`src/rtl/cla_seq_pkg.sv`:
```
// cla_seq_pkg: shared FSM state type, default slice width and index-width helper.
package cla_seq_pkg;
   typedef enum logic [1:0] {IDLE, RUN, DONE} state_t;
   localparam int SLICE_DEF = 4;
   function automatic int idx_w(input int n);
      return (n > 1) ? $clog2(n) : 1;
   endfunction
endpackage

```
`src/rtl/cla_slice.sv`:
```
// cla_slice: combinational carry-look-ahead adder slice, every carry a flat sum of products.
module cla_slice
   import cla_seq_pkg::*;
#(
   parameter int W = SLICE_DEF
) (
   input  logic [W-1:0] x,
   input  logic [W-1:0] y,
   input  logic         ci,
   output logic [W-1:0] s,
   output logic         co
);
   logic [W-1:0] w_p, w_g;
   logic [W:0]   w_c;
   logic         w_t;
   assign w_p = x ^ y;
   assign w_g = x & y;
   always_comb begin
      w_c = '0;
      w_t = 1'b0;
      w_c[0] = ci;
      for (int i = 0; i < W; i++) begin
         w_t = ci;
         for (int k = 0; k <= i; k++) w_t = w_t & w_p[k];
         w_c[i+1] = w_t;
         for (int j = 0; j <= i; j++) begin
            w_t = w_g[j];
            for (int k = j + 1; k <= i; k++) w_t = w_t & w_p[k];
            w_c[i+1] = w_c[i+1] | w_t;
         end
      end
   end
   assign s  = w_p ^ w_c[W-1:0];
   assign co = w_c[W];
endmodule

```
`src/rtl/cla_seq_adder.sv`:
```
// cla_seq_adder: wide adder that walks one CLA slice across the operands, one slice per cycle.
module cla_seq_adder
   import cla_seq_pkg::*;
#(
   parameter int WIDTH = 16,
   parameter int SLICE = SLICE_DEF
) (
   input  logic             clk,
   input  logic             rst,
   input  logic             start_valid,
   output logic             start_ready,
   input  logic [WIDTH-1:0] a,
   input  logic [WIDTH-1:0] b,
   input  logic             cin,
   output logic             done_valid,
   input  logic             done_ready,
   output logic [WIDTH-1:0] sum,
   output logic             cout
);
   localparam int NSLICE = WIDTH / SLICE;
   localparam int IW = idx_w(NSLICE);
   state_t           r_state, w_nxt;
   logic [IW-1:0]    r_idx;
   logic             r_carry, r_cout;
   logic [WIDTH-1:0] r_a, r_b, r_sum;
   logic [SLICE-1:0] w_s;
   logic             w_co, w_last;
   cla_slice #(.W(SLICE)) u_slice (
      .x  (r_a[r_idx*SLICE +: SLICE]),
      .y  (r_b[r_idx*SLICE +: SLICE]),
      .ci (r_carry),
      .s  (w_s),
      .co (w_co)
   );
   assign w_last = r_idx == IW'(NSLICE - 1);
   always_comb begin
      w_nxt = (r_state == IDLE) ? (start_valid ? RUN : IDLE)
            : (r_state == RUN)  ? (w_last ? DONE : RUN)
            : (done_ready ? IDLE : DONE);
   end
   always_ff @(posedge clk) begin
      if (rst) begin
         r_state <= IDLE;
         r_idx   <= '0;
         r_carry <= 1'b0;
         r_a     <= '0;
         r_b     <= '0;
         r_sum   <= '0;
         r_cout  <= 1'b0;
      end else begin
         r_state <= w_nxt;
         if (r_state == IDLE && start_valid) begin
            r_a     <= a;
            r_b     <= b;
            r_carry <= cin;
            r_idx   <= '0;
         end else if (r_state == RUN) begin
            r_sum[r_idx*SLICE +: SLICE] <= w_s;
            r_carry <= w_co;
            r_idx   <= w_last ? '0 : r_idx + 1'b1;
            if (w_last) r_cout <= w_co;
         end
      end
   end
   assign start_ready = r_state == IDLE;
   assign done_valid  = r_state == DONE;
   assign sum         = r_sum;
   assign cout        = r_cout;
endmodule
```
`config.mk`:
```
export PLATFORM = sky130hd
export DESIGN_NAME = cla_seq_adder
export DESIGN_NICKNAME = d
export VERILOG_FILES = /design/src/rtl/cla_seq_pkg.sv /design/src/rtl/cla_slice.sv /design/src/rtl/cla_seq_adder.sv
export SDC_FILE = /design/constraint.sdc
export NUM_CORES = 1
export LEC_CHECK = 0
export ABC_AREA = 1
export CORE_AREA = 2 2 74 76
export DETAILED_ROUTE_END_ITERATION = 16
export DIE_AREA = 0 0 76 78
export GPL_ROUTABILITY_DRIVEN = 0
export HOLD_SLACK_MARGIN = 0.15
export PLACE_DENSITY_LB_ADDON = 0.2
export RECOVER_POWER = 25
export SLEW_MARGIN = 5
export SYNTH_ARGS = -nofsm -noshare
export SYNTH_HDL_FRONTEND = slang
export SYNTH_SLANG_ARGS = --single-unit
```
`constraint.sdc`:
```
create_clock -name clk -period 2.7 [get_ports clk]
set_input_delay 0.81 -clock clk [delete_from_list [all_inputs] [get_ports clk]]
set_output_delay 0.81 -clock clk [all_outputs]
set_load 0.02 [all_outputs]
```
==> summary.txt <==
Global routing
  • Initial antenna violation count: 0
  • First-pass GRT wire length: 9.604 mm
  • Largest net degree at the start of global routing: 35
  • Grt ovf: 0
  • Vias in the first global route: 2197
  • Tot GR Track Use: 19.95%

Placement
  • Place WS: 485.1 ps
  • DP HPWL: 4.206 mm
  • Number of port buffers: 55

Worst setup path
  • Critical path class: in -> reg
  • Critical path's largest stage delay: 800 ps
  • Buffers plus inverters on the worst setup path: 3
  • CP max FO: 34
  • Crit. Startpoint: rst
  • FF-to-FF Start: r_idx[0]
  • WP data required: 2910 ps
  • Worst-case reg-to-reg path depth: 12
  • CP Data Arrival Time: 2560 ps
  • Crit-path cells: clkdlybuf4s50_1, inv_1, clkbuf_1, nand2_1, a211oi_1
  • Critical path launch point type: input pin
  • Crit path max-delay family: buffers and inverters
  • Cell depth of the worst setup path: 5
  • CP Capture Type: flop
  • Slowest CP cell: clkbuf_1

Final layout
  • # diodes: 0
  • Share of post-route cells with drive strength above 1: 7.772%
  • P&R area growth vs syn: 29.39%
  • Commonest non-fill, non-tap cell in the layout: nor2_1
  • Commonest non-fill, non-tap cells in the layout: nor2_1, clkdlybuf4s50_1, dfxtp_1
  • Layout Nets: 434
  • Fill cells: 481

Die
  • Die W: 76 um
  • Core Area: 0.005042 mm2
  • Row cnt: 26
  • Die Height: 78 um
  • Die ar.: 0.005928 mm2
  • Ports: 56
  • Starting density of the core: 49.13%

STA
  • RSZ-0062 raised after global routing: false
  • Slew HR: 27.56%
  • Worst clock skew: 6.047 ps
  • Final worst path period need: 2357 ps
  • Final cycle utilization of the critical path: 87.31%
  • Final setup viols: 0
  • Setup TNS: 0 ps
  • Final worst slack: 342.7 ps
  • Final Max Tran Viols: 0
  • Count of final hold-check violations: 0
  • Fmax: 424.2 MHz
  • Slew @ Worst Pin: 1087 ps

Routing
  • Via-to-Cell Ratio: 4.945
  • DRC: 0
  • Via count: 2255
  • Detail Route Antenna Nets: 0
  • Drt pass-1 iters: 4
  • Final wirelength: 5.489 mm
  • WL per Instance: 12.04 um
  • DR iter-0 viols: 105

Clock network
  • # hold bufs at CTS: 0
  • Clock-pin transition on the worst setup and hold timing paths: 90 ps
  • Clk_lat worst skew: 310 ps
  • Root Driver: clkbuf_8
  • Total CTS buffers: 5
  • CTS tree: yes
  • Post-CTS Repair Setup Buffers: 0
  • Clock sinks: 54
  • Resized Gates After CTS: 0
  • H-tree depth: 2
  • CTS Buffer Depth: 2

Yosys
  • Mapped Nets: 378
  • Post-synthesis cell area: 0.002477 mm2
  • Post-synthesis sequential area ratio: 43.64%
  • Post-synthesis cell type count: 27
  • Syn_area_per_cell: 7.530 um2
  • Count of warnings emitted by yosys: 0
  • Synth Instances: 329
  • FF+latch count, synth: 54

Pwr
  • LEAKAGE: 0.001267 uW
  • Worst vdd ir: 0.4559 mV
  • Sequential Power Share: 48.2%
  • Switching Share: 29.95%
  • Sw power: 564.3 uW
  • Comb power frac: 24.5%
  • Internal: 1320 uW
  • Pwr dens: 587.8 mW/mm2
  • Part of the power in the clock network: 27.3%

Hold path
  • Hold_sp: sum[0]
  • Hold Crit Class: reg -> reg
  • Hold depth: 2

Outcome
  • Status: completed

Run
  • Maxcap violations: 0
[synth_stat cells]
master	number	area share (%)
a211oi_1	1	0.30
xor2_2	1	0.66
xor2_1	1	0.35
dfxtp_1	54	44
inv_1	13	2.0
a22oi_1	3	0.91
nor4_4	1	0.86
buf_2	4	0.81
nand3_1	9	1.8
fa_1	1	0.81
clkbuf_1	8	1.2
a2111oi_0	1	0.35
a21oi_1	16	3.2
o22ai_1	8	2.0
a31oi_1	1	0.25
nor2_1	89	13
nand2_1	40	6.1
o21ai_0	50	10
inv_2	3	0.45
nand4_1	1	0.25
nor2_2	5	1.3
nand2_4	2	0.91
nand3_2	1	0.40
buf_6	3	1.4
nor2_8	1	0.81
buf_1	1	0.15
ha_1	11	5.6
[layer usage]
layer	vias up	GRT usage, %	routed length (um)
li1	1191	-	-
met1	1007	23.80	2523
met2	45	34.91	2621
met3	12	3.953	208
met4	0	8.909	135
met5	-	0	0
[stage by stage]
stage	instances	instance area, um2	util [%]	hold WS, ps	power, uW
2_1_floorplan	329	2477	-	448.9	1237
3_3_place_gp	448	3103	61.54	452.0	1379
3_5_place_dp	448	3103	61.54	454.6	1391
4_1_cts	456	3213	63.72	468.2	1892
5_1_grt	456	3206	63.57	492.9	1992
6_report	456	3206	63.57	466.3	1884
[worst reg2reg max path, delay by kind of cell (launching register included)]
kind / cells / cell delay [ps]
AND/OR/NAND/NOR: 6 / 660
AO/OA/AOI/OAI: 3 / 440
adder cells (fa/ha/maj): 1 / 400
flip-flops: 1 / 360
buffers and inverters: 2 / 360
[final cells by class]
| class | instances | area [um2] | share of cell area [%] |
|---|---|---|---|
| clock buffer | 8 | 110.1 | 3.435 |
| tap | 70 | 87.58 | 2.732 |
| timing repair buffer | 65 | 618.1 | 19.28 |
| sequential | 54 | 1081 | 33.72 |
| inverter | 16 | 60.06 | 1.874 |
| multi-input combinational | 243 | 1249 | 38.95 |
[power groups by stage]
| stage | Clock (uW) | Sequential [uW] | Combinational (uW) |
|---|---|---|---|
| final | 514 | 908 | 462 |
| after global routing | 553 | 917 | 523 |
| after CTS | 518 | 908 | 466 |
| after detailed placement | 0 | 926 | 465 |
| after global placement | 0 | 926 | 453 |
| after floorplan | 0 | 923 | 315 |
[registers in the layout, indices dropped and copies added (netlist names)]
name,flops
r_carry,1
r_a,16
r_b,16
r_state,2
sum,16
r_idx,2
cout,1
[final timing paths]
check | slack (ps) | end
worst max-delay path | 340 | r_idx[0]
worst min-delay path | 470 | sum[0]
worst max register to register | 430 | sum[7]
worst min register to register | 470 | sum[0]
[logic make-up after synthesis]
group	after synthesis	synth area share [%]
AO/OA/AOI/OAI	80	17.17
XOR/XNOR	2	1.010
adder cells (fa/ha/maj)	12	6.364
buffers and inverters	32	5.960
flip-flops	54	43.64
AND/OR/NAND/NOR	149	25.86
(Power assumes the default switching activity.)
